==> config.mk <==
export PLATFORM = sky130hd
export DESIGN_NAME = bin2onehot_decoder_reg_flat
export DESIGN_NICKNAME = d
export VERILOG_FILES = /design/src/rtl/bin2onehot_decoder_reg_if.sv /design/src/rtl/bin2onehot_decoder_reg.sv /design/src/flat_wrapper.sv
export SDC_FILE = /design/constraint.sdc
export NUM_CORES = 1
export LEC_CHECK = 0
export BUFFER_PORTS_ARGS = -buffer_cell sky130_fd_sc_hd__buf_2
export CAP_MARGIN = 25
export CORE_MARGIN = 3
export CORE_UTILIZATION = 55
export CTS_CLUSTER_SIZE = 12
export DETAILED_ROUTE_END_ITERATION = 10
export PLACE_DENSITY_LB_ADDON = 0.12
export RECOVER_POWER = 25
export SLEW_MARGIN = 5
export SYNTH_ARGS = -nofsm -noshare
export SYNTH_HDL_FRONTEND = slang
export SYNTH_SLANG_ARGS = --single-unit
==> constraint.sdc <==
create_clock -name clk -period 4.1 [get_ports clk]
set_input_delay 0.615 -clock clk [delete_from_list [all_inputs] [get_ports clk]]
set_output_delay 0.615 -clock clk [all_outputs]
set_load 0.01 [all_outputs]
==> src/rtl/bin2onehot_decoder_reg_if.sv <==
// Handshake bundle for bin2onehot_decoder_reg: index/mode input side, code/error output side.
interface bin2onehot_decoder_reg_if #(
  parameter int BIN_W     = 3,
  parameter int OUT_W     = 8,
  parameter int ERR_CNT_W = 8
);
  logic [BIN_W-1:0]     Bin;
  logic [1:0]           Mode;
  logic                 in_valid;
  logic                 in_ready;
  logic                 Rot;
  logic [OUT_W-1:0]     OneHotCode;
  logic                 out_valid;
  logic                 out_ready;
  logic                 err;
  logic [ERR_CNT_W-1:0] err_cnt;

  modport master (
    output Bin, Mode, in_valid, Rot, out_ready,
    input  in_ready, OneHotCode, out_valid, err, err_cnt
  );

  modport slave (
    input  Bin, Mode, in_valid, Rot, out_ready,
    output in_ready, OneHotCode, out_valid, err, err_cnt
  );
endinterface

==> src/rtl/bin2onehot_decoder_reg.sv <==
// Registered binary-to-code decoder (one-hot / thermometer / one-cold) with a one-entry
// valid/ready stage, in-place index rotation and a saturating out-of-range counter.
module bin2onehot_decoder_reg #(
  parameter int BIN_W     = 3,
  parameter int OUT_W     = 8,
  parameter int ERR_CNT_W = 8
) (
  input  logic                       clk,
  input  logic                       reset,
  bin2onehot_decoder_reg_if.slave    bus
);

  typedef enum logic [1:0] {
    ModeOneHot  = 2'b00,
    ModeTherm   = 2'b01,
    ModeOneCold = 2'b10,
    ModeAlias   = 2'b11
  } mode_t;

  // One extra bit so OUT_W == 2**BIN_W is representable as the range limit.
  localparam logic [BIN_W:0]   OutWLim = (BIN_W+1)'(OUT_W);
  localparam logic [BIN_W-1:0] LastIdx = BIN_W'(OUT_W-1);

  logic [BIN_W-1:0]     idx;
  mode_t                mode;
  logic [OUT_W-1:0]     code;
  logic                 outValid;
  logic                 errQ;
  logic [ERR_CNT_W-1:0] errCnt;

  logic                 inReady;
  logic                 accept;
  logic                 consume;
  logic                 rotate;
  logic                 binOor;
  logic [BIN_W-1:0]     rotIdx;

  function automatic logic outOfRange(input logic [BIN_W-1:0] k);
    return {1'b0, k} >= OutWLim;
  endfunction

  function automatic logic [OUT_W-1:0] encode(input logic [BIN_W-1:0] k, input mode_t m);
    logic [OUT_W-1:0] c;
    logic [31:0]      kk;
    c  = '0;
    kk = 32'(k);
    if (!outOfRange(k)) begin
      for (int unsigned i = 0; i < OUT_W; i++) begin
        case (m)
          ModeTherm:   c[i] = (i <= kk);
          ModeOneCold: c[i] = (i != kk);
          default:     c[i] = (i == kk);
        endcase
      end
    end
    return c;
  endfunction

  always_comb begin
    inReady = !outValid || bus.out_ready;
    accept  = bus.in_valid && inReady;
    consume = outValid && bus.out_ready;
    rotate  = bus.Rot && outValid && !errQ && !bus.out_ready;
    binOor  = outOfRange(bus.Bin);
    rotIdx  = (idx == LastIdx) ? '0 : idx + BIN_W'(1);
  end

  // Priority: reset > accept > consume > rotate.
  always_ff @(posedge clk) begin
    if (reset) begin
      idx      <= '0;
      mode     <= ModeOneHot;
      code     <= '0;
      outValid <= 1'b0;
      errQ     <= 1'b0;
      errCnt   <= '0;
    end else if (accept) begin
      idx      <= bus.Bin;
      mode     <= mode_t'(bus.Mode);
      code     <= encode(bus.Bin, mode_t'(bus.Mode));
      outValid <= 1'b1;
      errQ     <= binOor;
      if (binOor && (errCnt != '1)) begin
        errCnt <= errCnt + ERR_CNT_W'(1);
      end
    end else if (consume) begin
      outValid <= 1'b0;
    end else if (rotate) begin
      idx  <= rotIdx;
      code <= encode(rotIdx, mode);
    end
  end

  assign bus.in_ready   = inReady;
  assign bus.OneHotCode = code;
  assign bus.out_valid  = outValid;
  assign bus.err        = errQ;
  assign bus.err_cnt    = errCnt;

endmodule

==> src/flat_wrapper.sv <==
// flat-port wrapper written by rule: the top's interface ports become plain ports
module bin2onehot_decoder_reg_flat 
#(
  parameter int BIN_W     = 3,
  parameter int OUT_W     = 8,
  parameter int ERR_CNT_W = 8
)
  (clk, reset, bus_Bin, bus_Mode, bus_in_valid, bus_Rot, bus_out_ready, bus_in_ready, bus_OneHotCode, bus_out_valid, bus_err, bus_err_cnt);
  bin2onehot_decoder_reg_if #(.BIN_W(BIN_W), .OUT_W(OUT_W), .ERR_CNT_W(ERR_CNT_W)) bus_i ();
  input  logic clk;
  input  logic reset;
  input wire logic [$bits(bus_i.Bin)-1:0] bus_Bin;
  input wire logic [$bits(bus_i.Mode)-1:0] bus_Mode;
  input wire logic [$bits(bus_i.in_valid)-1:0] bus_in_valid;
  input wire logic [$bits(bus_i.Rot)-1:0] bus_Rot;
  input wire logic [$bits(bus_i.out_ready)-1:0] bus_out_ready;
  output wire logic [$bits(bus_i.in_ready)-1:0] bus_in_ready;
  output wire logic [$bits(bus_i.OneHotCode)-1:0] bus_OneHotCode;
  output wire logic [$bits(bus_i.out_valid)-1:0] bus_out_valid;
  output wire logic [$bits(bus_i.err)-1:0] bus_err;
  output wire logic [$bits(bus_i.err_cnt)-1:0] bus_err_cnt;
  assign bus_i.Bin = bus_Bin;
  assign bus_i.Mode = bus_Mode;
  assign bus_i.in_valid = bus_in_valid;
  assign bus_i.Rot = bus_Rot;
  assign bus_i.out_ready = bus_out_ready;
  assign bus_in_ready = bus_i.in_ready;
  assign bus_OneHotCode = bus_i.OneHotCode;
  assign bus_out_valid = bus_i.out_valid;
  assign bus_err = bus_i.err;
  assign bus_err_cnt = bus_i.err_cnt;
  bin2onehot_decoder_reg #(.BIN_W(BIN_W), .OUT_W(OUT_W), .ERR_CNT_W(ERR_CNT_W)) u_core (.clk(clk), .reset(reset), .bus(bus_i));
endmodule
==> metrics <==
Final period util=0.526; fin nets=203; DR WL met3=267 um; clock skew=4.04 ps; sequential share of power=0.411; # resized after CTS=0; synth top area cells=dfxtp_1 (22%), ha_1 (10%), nand2_1 (6.3%); Synth-to-Final Area Change=6.08%; Initial Util=0.609; hold buffers post-CTS=0; CP Capture Type=flip-flop; drt via density=between 6 and 7; Tmin final=2150 ps; deepest clock path buffer count=2; GRT overflow=0; #FFs+latches synth=14; Filler cells=around 190; Int Pwr=0.243 mW; Residual DRC=0; global-route wire length before repair=4870 um; post-synthesis sequential area ratio=0.223; sw frac=0.346; root buf cell=clkbuf_4; Max Cap Viol=0; Met2 Wirelength=1310 um; Post-CTS Setup Inserts=0; Leak=~0.57 nW; most common flop cell mapped by yosys=dfxtp_1; asr flop ratio synth=0; die extent in x=about 54 um; Cells after Synth=171; synth warn=0; initial antenna violation count=0; CP Data Required Time=around 4300 ps; TritonCTS buffer count=3; Mean Syn Cell Area=between 7 and 8 um2; DRT Wirelength=2940 um; post-detailed-route wirelength per cell=14.0 um; detailed-route via count=1262; R2R cell count=6; R2R setup slack=a little under 2000 ps; Post-Place Worst Slack=between 1500 and 2000 ps; Pre-Repair DR Iteration Count=4; FMAX=roughly 460 MHz; worst path arrival time=2340 ps; die height=53.8 um; Worst-path clk slew=100 ps; area of the multi-input gates=851 um2; share of cells above drive strength 1=0.110; Reg area=roughly 280 um2; detailed placement HPWL=~2200 um; Fin Setup TNS=0 ps; worst skew pair latency=280 ps; CTS tree=done; GRT Total Usage=0.227; status=finished, final reports clean; uppermost routed layer=met4; Max Slew Vio Count=0; share of the synthesized area in the top cell type=0.223; Critical Path Fanout Max=9; M1 WL=~1300 um; antenna viol nets, final=0; actual slew at the worst max-slew pin=646 ps; EDFF count, synth=0; Worst Hold Depth=2; H-tree level count=1; Synth cell types=42; Comb pwr share=0.311; largest net degree at the start of global routing=19; dpl cell area=around 0.0013 mm2; CP Class=reg -> reg; maximum VDD drop=0.171 mV; DR iter-0 viols=55; final hold vios=0; Final setup viols=0; headroom to the max-slew limit=0.568; n_diodes=0; port bufs=19; die area=0.00289 mm2; clock sinks=14; RSZ-0062 raised after global routing=no; Final Worst Setup Slack=1950 ps; number of global-route vias before repair=1074; core area=a little over 0.002 mm2; largest area contributor in the synthesized netlist=dfxtp_1; synthesized cell area=0.00125 mm2; row cnt=16; Sw Pwr=0.128 mW; post-route cell area=0.00133 mm2; power per cell area=279 mW/mm2; io pins=29; clock network fraction of total power=0.278; Hold Path Class=reg -> reg; GP Congestion=a little under 0.9; nature of the critical path startpoint=flip-flop
power groups by stage:
stage | sequential (mW) | combinational [mW] | clock, mW
finish | 0.152 | 0.115 | 0.103
global route | 0.154 | 0.129 | 0.109
CTS | 0.152 | 0.115 | 0.104
detailed placement | 0.156 | 0.114 | 0
global placement | 0.155 | 0.112 | 0
floorplan | 0.158 | 0.0892 | 0
cells in the final DEF, fill, tap and decap left out, drive strengths merged, types with 2 or more instances in the layout:
| cell type | count |
|---|---|
| o21ai | 7 |
| mux2i | 3 |
| clkbuf | 9 |
| a21oi | 15 |
| nand3 | 2 |
| o31ai | 4 |
| xnor2 | 2 |
| a211oi | 2 |
| a221o | 2 |
| dfxtp | 14 |
| nor2 | 11 |
| nor3 | 3 |
| a21o | 2 |
| ha | 10 |
| nor2b | 3 |
| a221oi | 2 |
| o311ai | 2 |
| nand2b | 9 |
| o2111ai | 2 |
| conb | 9 |
| a31oi | 6 |
| inv | 11 |
| nand2 | 21 |
| a22oi | 2 |
| buf | 14 |
critical path, cell delays in order (launching register included):
cell and delay (ps):
dfxtp_1 400, ha_1 250, ha_1 360, or4b_1 500, o311ai_1 110, a21oi_1 120, a2111oi_2 320
worst paths after layout:
kind,startpoint,to
max,u_core.idx[0],u_core.bus.OneHotCode[1]
min,u_core.bus.OneHotCode[6],u_core.bus.OneHotCode[6]
max reg2reg,u_core.idx[0],u_core.bus.OneHotCode[1]
min reg2reg,u_core.bus.OneHotCode[6],u_core.bus.OneHotCode[6]
routing by layer:
layer	GRT usage	up-vias
li1	-	619
met1	0.297	555
met2	0.389	82
met3	0.0249	6
met4	0.0681	0
met5	0	-
synthesized netlist by cell type, types with 3 or more instances:
master,n
a21oi_1,15
a31oi_1,6
buf_2,3
buf_4,9
clkbuf_1,8
dfxtp_1,14
ha_1,10
inv_1,11
mux2i_1,3
nand2_1,21
nand2b_1,9
nor2_1,11
nor2b_1,3
nor3_1,3
o21ai_0,6
o31ai_1,4
sequential cells by signal (all words and copies together), names as in the netlist:
register	count
u_core.bus.out_valid	1
u_core.bus.OneHotCode	8
u_core.mode	2
u_core.idx	3
cell type report:
class / count / area share
sequential: 14 / 0.211
timing repair buffer: 19 / 0.0667
inverter: 11 / 0.0310
clock buffer: 4 / 0.0273
tap: 27 / 0.0254
multi-input combinational: 134 / 0.639
logic make-up (layout without fill, tap and decap cells):
group,Yosys count,count (layout),synth area share
muxes,3,3,0.0239
other,1,9,0.00299
and+or+nand+nor,56,56,0.219
DFF,14,14,0.223
adders and majority gates,10,10,0.0997
AOI/OAI and AO/OA,54,54,0.294
buffers and inverters,31,34,0.123
xor gates and xnor gates,2,2,0.0140
per-stage QoR:
stage	cells	utilization	power, mW	hold WS [ps]
after global routing	209	0.646	0.393	523
after CTS	209	0.649	0.371	488
after floorplan	179	-	0.247	453
final	209	0.646	0.371	482
after detailed placement	205	0.631	0.270	473
after global placement	205	0.631	0.267	463
(Power assumes the default switching activity.)
